==> config.mk <==
export PLATFORM = sky130hd
export DESIGN_NAME = trng_post_proc
export DESIGN_NICKNAME = d
export VERILOG_FILES = /design/src/rtl/trng_post_proc.sv
export SDC_FILE = /design/constraint.sdc
export NUM_CORES = 1
export LEC_CHECK = 0
export BUFFER_PORTS_ARGS = -buffer_cell sky130_fd_sc_hd__buf_4
export CORE_MARGIN = 3
export CORE_UTILIZATION = 62
export DETAILED_ROUTE_END_ITERATION = 12
export PLACE_DENSITY = 0.85
export SETUP_SLACK_MARGIN = 0.2
export SYNTH_ARGS = -nofsm -noshare
export SYNTH_HDL_FRONTEND = slang
export SYNTH_SLANG_ARGS = --single-unit
==> constraint.sdc <==
create_clock -name clk -period 4.5 [get_ports clk]
set_input_delay 0.9 -clock clk [delete_from_list [all_inputs] [get_ports clk]]
set_output_delay 0.9 -clock clk [all_outputs]
set_load 0.01 [all_outputs]
==> src/rtl/trng_post_proc.sv <==
// rtl/trng_post_proc.sv - TRNG post-processing: warm-up, von Neumann corrector, word packing, valid/ready output.
// Optional repetition-count health test enabled by defining TRNG_HEALTH_TEST_EN.
module trng_post_proc #(
    parameter int LFSR_W    = 10,
    parameter int TAP       = 0,
    parameter int OUT_W     = 32,
    parameter int WARMUP    = 64,
    parameter int RCT_LIMIT = 32
) (
    input  logic              clk,
    input  logic              rst_n,
    input  logic              enable,
    input  logic [LFSR_W-1:0] lfsr_data,
    output logic              lfsr_en,
    output logic [OUT_W-1:0]  rnd_data,
    output logic              rnd_valid,
    input  logic              rnd_ready,
    output logic              rnd_fail,
    input  logic              fail_clr
);

    localparam int WCW = $clog2(WARMUP + 1);
    localparam int BCW = $clog2(OUT_W + 1);

    typedef enum logic [2:0] {
        S_IDLE,
        S_WARMUP,
        S_COLLECT,
        S_HOLD,
        S_FAIL
    } state_t;

    state_t           state, state_nx;
    logic [WCW-1:0]   warm_cnt, warm_cnt_nx;
    logic [BCW-1:0]   bit_cnt, bit_cnt_nx;
    logic             phase, phase_nx;
    logic             first_bit, first_bit_nx;
    logic [OUT_W-1:0] acc, acc_nx;
    logic [OUT_W-1:0] data_q, data_nx;
    logic             valid_q, valid_nx;
    logic             sample;
    logic [OUT_W-1:0] acc_shift;
    logic             rct_trip;
    logic             unused_lfsr_bits;

    assign sample           = lfsr_data[TAP];
    assign acc_shift        = {acc[OUT_W-2:0], first_bit};
    assign unused_lfsr_bits = ^lfsr_data;

    assign lfsr_en   = (state == S_WARMUP) || (state == S_COLLECT);
    assign rnd_data  = data_q;
    assign rnd_valid = valid_q;

`ifdef TRNG_HEALTH_TEST_EN
    localparam int RCW = $clog2(RCT_LIMIT + 1);

    logic [RCW-1:0] run_cnt, run_cnt_nx;
    logic           prev_bit;

    // run_cnt of 0 marks the first sample after entering COLLECT
    always_comb begin
        run_cnt_nx = '0;
        rct_trip   = 1'b0;
        if (state == S_COLLECT) begin
            if (run_cnt == '0 || sample != prev_bit) begin
                run_cnt_nx = RCW'(1);
            end else begin
                run_cnt_nx = run_cnt + 1'b1;
            end
            rct_trip = (run_cnt_nx == RCW'(RCT_LIMIT));
        end
    end

    always_ff @(posedge clk or negedge rst_n) begin
        if (!rst_n) begin
            run_cnt  <= '0;
            prev_bit <= 1'b0;
        end else begin
            run_cnt <= run_cnt_nx;
            if (state == S_COLLECT) begin
                prev_bit <= sample;
            end
        end
    end

    assign rnd_fail = (state == S_FAIL);
`else
    assign rct_trip = 1'b0;
    assign rnd_fail = 1'b0;
`endif

    always_comb begin
        state_nx     = state;
        warm_cnt_nx  = warm_cnt;
        bit_cnt_nx   = bit_cnt;
        phase_nx     = phase;
        first_bit_nx = first_bit;
        acc_nx       = acc;
        data_nx      = data_q;
        valid_nx     = valid_q & ~rnd_ready;
        case (state)
            S_IDLE: begin
                if (enable) begin
                    state_nx    = S_WARMUP;
                    warm_cnt_nx = '0;
                end
            end
            S_WARMUP: begin
                if (!enable) begin
                    state_nx = S_IDLE;
                end else if (warm_cnt == WCW'(WARMUP - 1)) begin
                    state_nx   = S_COLLECT;
                    phase_nx   = 1'b0;
                    bit_cnt_nx = '0;
                    acc_nx     = '0;
                end else begin
                    warm_cnt_nx = warm_cnt + 1'b1;
                end
            end
            S_COLLECT: begin
                if (rct_trip) begin
                    state_nx = S_FAIL;
                    valid_nx = 1'b0;
                end else if (!enable) begin
                    state_nx = S_IDLE;
                end else if (!phase) begin
                    first_bit_nx = sample;
                    phase_nx     = 1'b1;
                end else begin
                    phase_nx = 1'b0;
                    if (first_bit != sample) begin
                        acc_nx = acc_shift;
                        if (bit_cnt == BCW'(OUT_W - 1)) begin
                            bit_cnt_nx = '0;
                            // load straight to the output if the slot is free or drains this edge
                            if (!valid_q || rnd_ready) begin
                                data_nx  = acc_shift;
                                valid_nx = 1'b1;
                            end else begin
                                state_nx = S_HOLD;
                            end
                        end else begin
                            bit_cnt_nx = bit_cnt + 1'b1;
                        end
                    end
                end
            end
            S_HOLD: begin
                if (!enable) begin
                    state_nx = S_IDLE;
                end else if (rnd_ready) begin
                    data_nx  = acc;
                    valid_nx = 1'b1;
                    state_nx = S_COLLECT;
                    phase_nx = 1'b0;
                    acc_nx   = '0;
                end
            end
            S_FAIL: begin
                valid_nx = 1'b0;
                if (fail_clr) begin
                    state_nx = S_IDLE;
                end
            end
            default: state_nx = S_IDLE;
        endcase
    end

    always_ff @(posedge clk or negedge rst_n) begin
        if (!rst_n) begin
            state     <= S_IDLE;
            warm_cnt  <= '0;
            bit_cnt   <= '0;
            phase     <= 1'b0;
            first_bit <= 1'b0;
            acc       <= '0;
            data_q    <= '0;
            valid_q   <= 1'b0;
        end else begin
            state     <= state_nx;
            warm_cnt  <= warm_cnt_nx;
            bit_cnt   <= bit_cnt_nx;
            phase     <= phase_nx;
            first_bit <= first_bit_nx;
            acc       <= acc_nx;
            data_q    <= data_nx;
            valid_q   <= valid_nx;
        end
    end

endmodule
==> metrics.csv <==
stage,metric,value,unit
clock_tree,clockBufferDepth,2,
sta,rsz0062_at_grt,no,
clock_tree,cts_buffers,9,
detailed_routing,route.detailed.drc,0,
placement,place_congestion,0.797,
layout,fillCellCount,420,
floorplan,core,0.00599,sq mm
clock_tree,cts_tree,yes,
power,ir_drop,457,uV
worst_hold_path,hold_depth,2,
power,p_int,1.62,mW
sta,hold_viol_final,0,
floorplan,initial_utilization,0.645,
clock_tree,clk_latency,350,ps
sta,setup_tns,0,ps
worst_hold_path,hold_class,flip-flop to flip-flop,
detailed_routing,viasPerCell,6.22,
sta,slew_viol_final,0,
grt,grt_overflow_total,0,
grt,antenna_found_initial,0,
power,pwr-share-clk,0.229,
power,powerDensity,579,mW/mm^2
run_status,status,"complete, no violations",
sta,min_period_over_period,0.648,
setup_path,rr_worst_depth,6,
worst_hold_path,min_from,rnd_data[28]$_DFFE_PN0P_,
sta,finClkSkew,12.6,ps
grt,grt_usage,0.240,
floorplan,ios,50,
layout,diodes,0,
detailed_routing,drt_iter0_markers,247,
floorplan,fp.dieW,85.0,um
setup_path,worstPathArrival,3150,ps
clock_tree,hold_buffers,0,
placement,hpwl,5070,um
detailed_routing,firstDrtPassIters,4,
clock_tree,root_buffer,clkbuf_8,
synthesis,postSynthAreaPerCell,10.9,sq um
synthesis,synth.distinct_cells,46,
sta,slew_headroom,0.324,
synthesis,yosysTopAreaCell,dfrtp_1,
grt,grt_max_degree,83,
floorplan,dieHeight,85.0,um
sta,fmax,0.343,GHz
power,leakagePower,1.91,nW
floorplan,dieArea,0.00722,sq mm
clock_tree,h-tree-depth,3,
synthesis,yosys_register_bits,82,
sta,post-route-min-period,2920,ps
run,cap_violations,0,
detailed_routing,drt-wirelength-per-cell,17.5,um
placement,postPlaceCellArea,0.00418,sq mm
synthesis,yosys_warnings,0,
setup_path,cp_max_fo,47,
sta,setup_viol,0,
clock_tree,post_cts_buffers,0,
synthesis,synth_nets,377,
layout,final_nets,407,
power,pwr-share-seq,0.411,
layout,drive_gt1_frac,0.176,
synthesis,netlist_top_cells_area,"dfrtp_1 53%, a21oi_1 9.2%, mux2i_1 8.5%",
detailed_routing,wirelength,8140,um
synthesis,synth_edf_count,0,
placement,portBuffers,38,
setup_path,critPathCaptureType,flip-flop,
power,swShare,0.362,
synthesis,synth_area,0.00387,sq mm
synthesis,synthFlopType,dfrtp_1,
layout,area_growth,13.6,%
layout,fin_cells,466,
placement,placed_cells,450,
setup_path,rr_startpoint,state[1]$_DFFE_PN0P_,
synthesis,async_reset_ff_frac,1.00,
clock_tree,clk_pin_slew,80,ps
setup_path,worst_setup_path_start_kind,input pin,
detailed_routing,antenna_left,0,
synthesis,synthCells,356,
layout,design_area,0.00439,sq mm
setup_path,critical_path_class,input pin to flip-flop,
grt,grt_pass1_vias,2927,
power,pwr-share-comb,0.360,
clock_tree,cts-resized-gates,0,
synthesis,yosys.area.top_type_share,0.531,
clock_tree,cts_sinks,82,
setup_path,required,4730,ps
sta,worst-slew-pin-transition,1010,ps
setup_path,startpoint,enable,
synthesis,synth-seq-area-share,0.531,
floorplan,rows,28,
detailed_routing,num_vias,2897,
grt,grt_pass1_wl,13900,um
layout,final_util,0.733,
power,p_sw,0.920,mW
[synthesized netlist by cell type (all sizes together) (2+ instances only)]
master	count
nor2	9
and3	4
nand3	10
inv	7
o31ai	4
nand4	2
o41ai	3
o32ai	2
a21oi	71
clkbuf	13
dfrtp	82
a21boi	2
o221ai	2
nor3	3
buf	13
a22o	35
mux2i	33
o22ai	2
nand3b	2
ha	6
nand2	20
o211ai	2
nand2b	3
o21ai	11
[cell type report]
class                      count  area [sq um]  area share
clock inverter                 7          91.3      0.0208
timing repair buffer          45           338      0.0769
multi-input combinational    240          1660       0.378
inverter                       8          30.0     0.00684
clock buffer                   9           124      0.0282
tap                           75          93.8      0.0214
sequential                    82          2050       0.467
[cell families after synthesis]
logic type	count (synthesis)	synth area share
DFF	82	0.531
adders and majority gates	6	0.0194
xor gates and xnor gates	2	0.00453
buffers and inverters	34	0.0430
other	1	0.000970
AOI/OAI and AO/OA	139	0.238
muxes	34	0.0884
and+or+nand+nor	58	0.0751
[sequential cells by signal (all words and copies together), names as in the netlist]
| name | count |
|---|---|
| bit_cnt | 6 |
| first_bit | 1 |
| phase | 1 |
| rnd_data | 32 |
| warm_cnt | 7 |
| rnd_valid | 1 |
| state | 2 |
| acc | 32 |
[power by group through the flow]
stage / logic, mW / clock network (mW) / registers, mW
floorplan: 0.525 / 0 / 1.10
global placement: 0.890 / 0 / 1.04
detailed placement: 0.918 / 0 / 1.05
CTS: 0.922 / 0.594 / 1.04
global route: 1.00 / 0.627 / 1.07
finish: 0.916 / 0.583 / 1.04
[per-stage QoR]
step                hold WS (ps)  power (mW)  worst slack (ps)
global placement             495        1.93              1330
floorplan                    476        1.63              2210
global route                 564        2.70              1450
CTS                          536        2.56              1620
finish                       528        2.54              1580
detailed placement           514        1.97              1260
[worst max-delay path: stages]
cell,delay (ps)
buf_4,410
clkinv_1,290
o41ai_4,450
nand2_2,170
a21o_1,520
a22o_1,390
[per-layer routing]
metal  global-route usage  vias to the layer above  share of wire
li1                     -                     1378              -
met5                    0                        -              0
met1                0.325                     1440           0.45
met2                0.383                       73           0.50
met4                0.111                        0         0.0082
met3               0.0359                        6          0.039
[placed cells by master (no fill, tap or decap), types with 4 or more instances in the layout]
| master | synthesis | final |
|---|---|---|
| nand2_1 | 19 | 19 |
| ha_1 | 6 | 5 |
| nand3_1 | 9 | 9 |
| dfrtp_1 | 82 | 82 |
| clkbuf_8 | 0 | 9 |
| mux2i_1 | 33 | 33 |
| a21oi_1 | 71 | 71 |
| nor2_1 | 9 | 9 |
| inv_1 | 7 | 7 |
| o21ai_0 | 8 | 8 |
| and3_1 | 4 | 4 |
| o31ai_1 | 4 | 4 |
| a22o_1 | 35 | 35 |
| buf_4 | 4 | 45 |
[worst paths after layout]
| kind | to | slack [ps] |
|---|---|---|
| hold / removal | rnd_data[28]$_DFFE_PN0P_ | 530 |
| max in group asynchronous | acc[8]$_DFFE_PN0P_ | 3130 |
| min in group asynchronous | rnd_data[7]$_DFFE_PN0P_ | 710 |
| setup / recovery | acc[16]$_DFFE_PN0P_ | 1580 |
| hold reg to reg | rnd_data[28]$_DFFE_PN0P_ | 530 |
| setup reg to reg | acc[16]$_DFFE_PN0P_ | 1970 |
No activity file was read; power rests on OpenSTA's default activity.
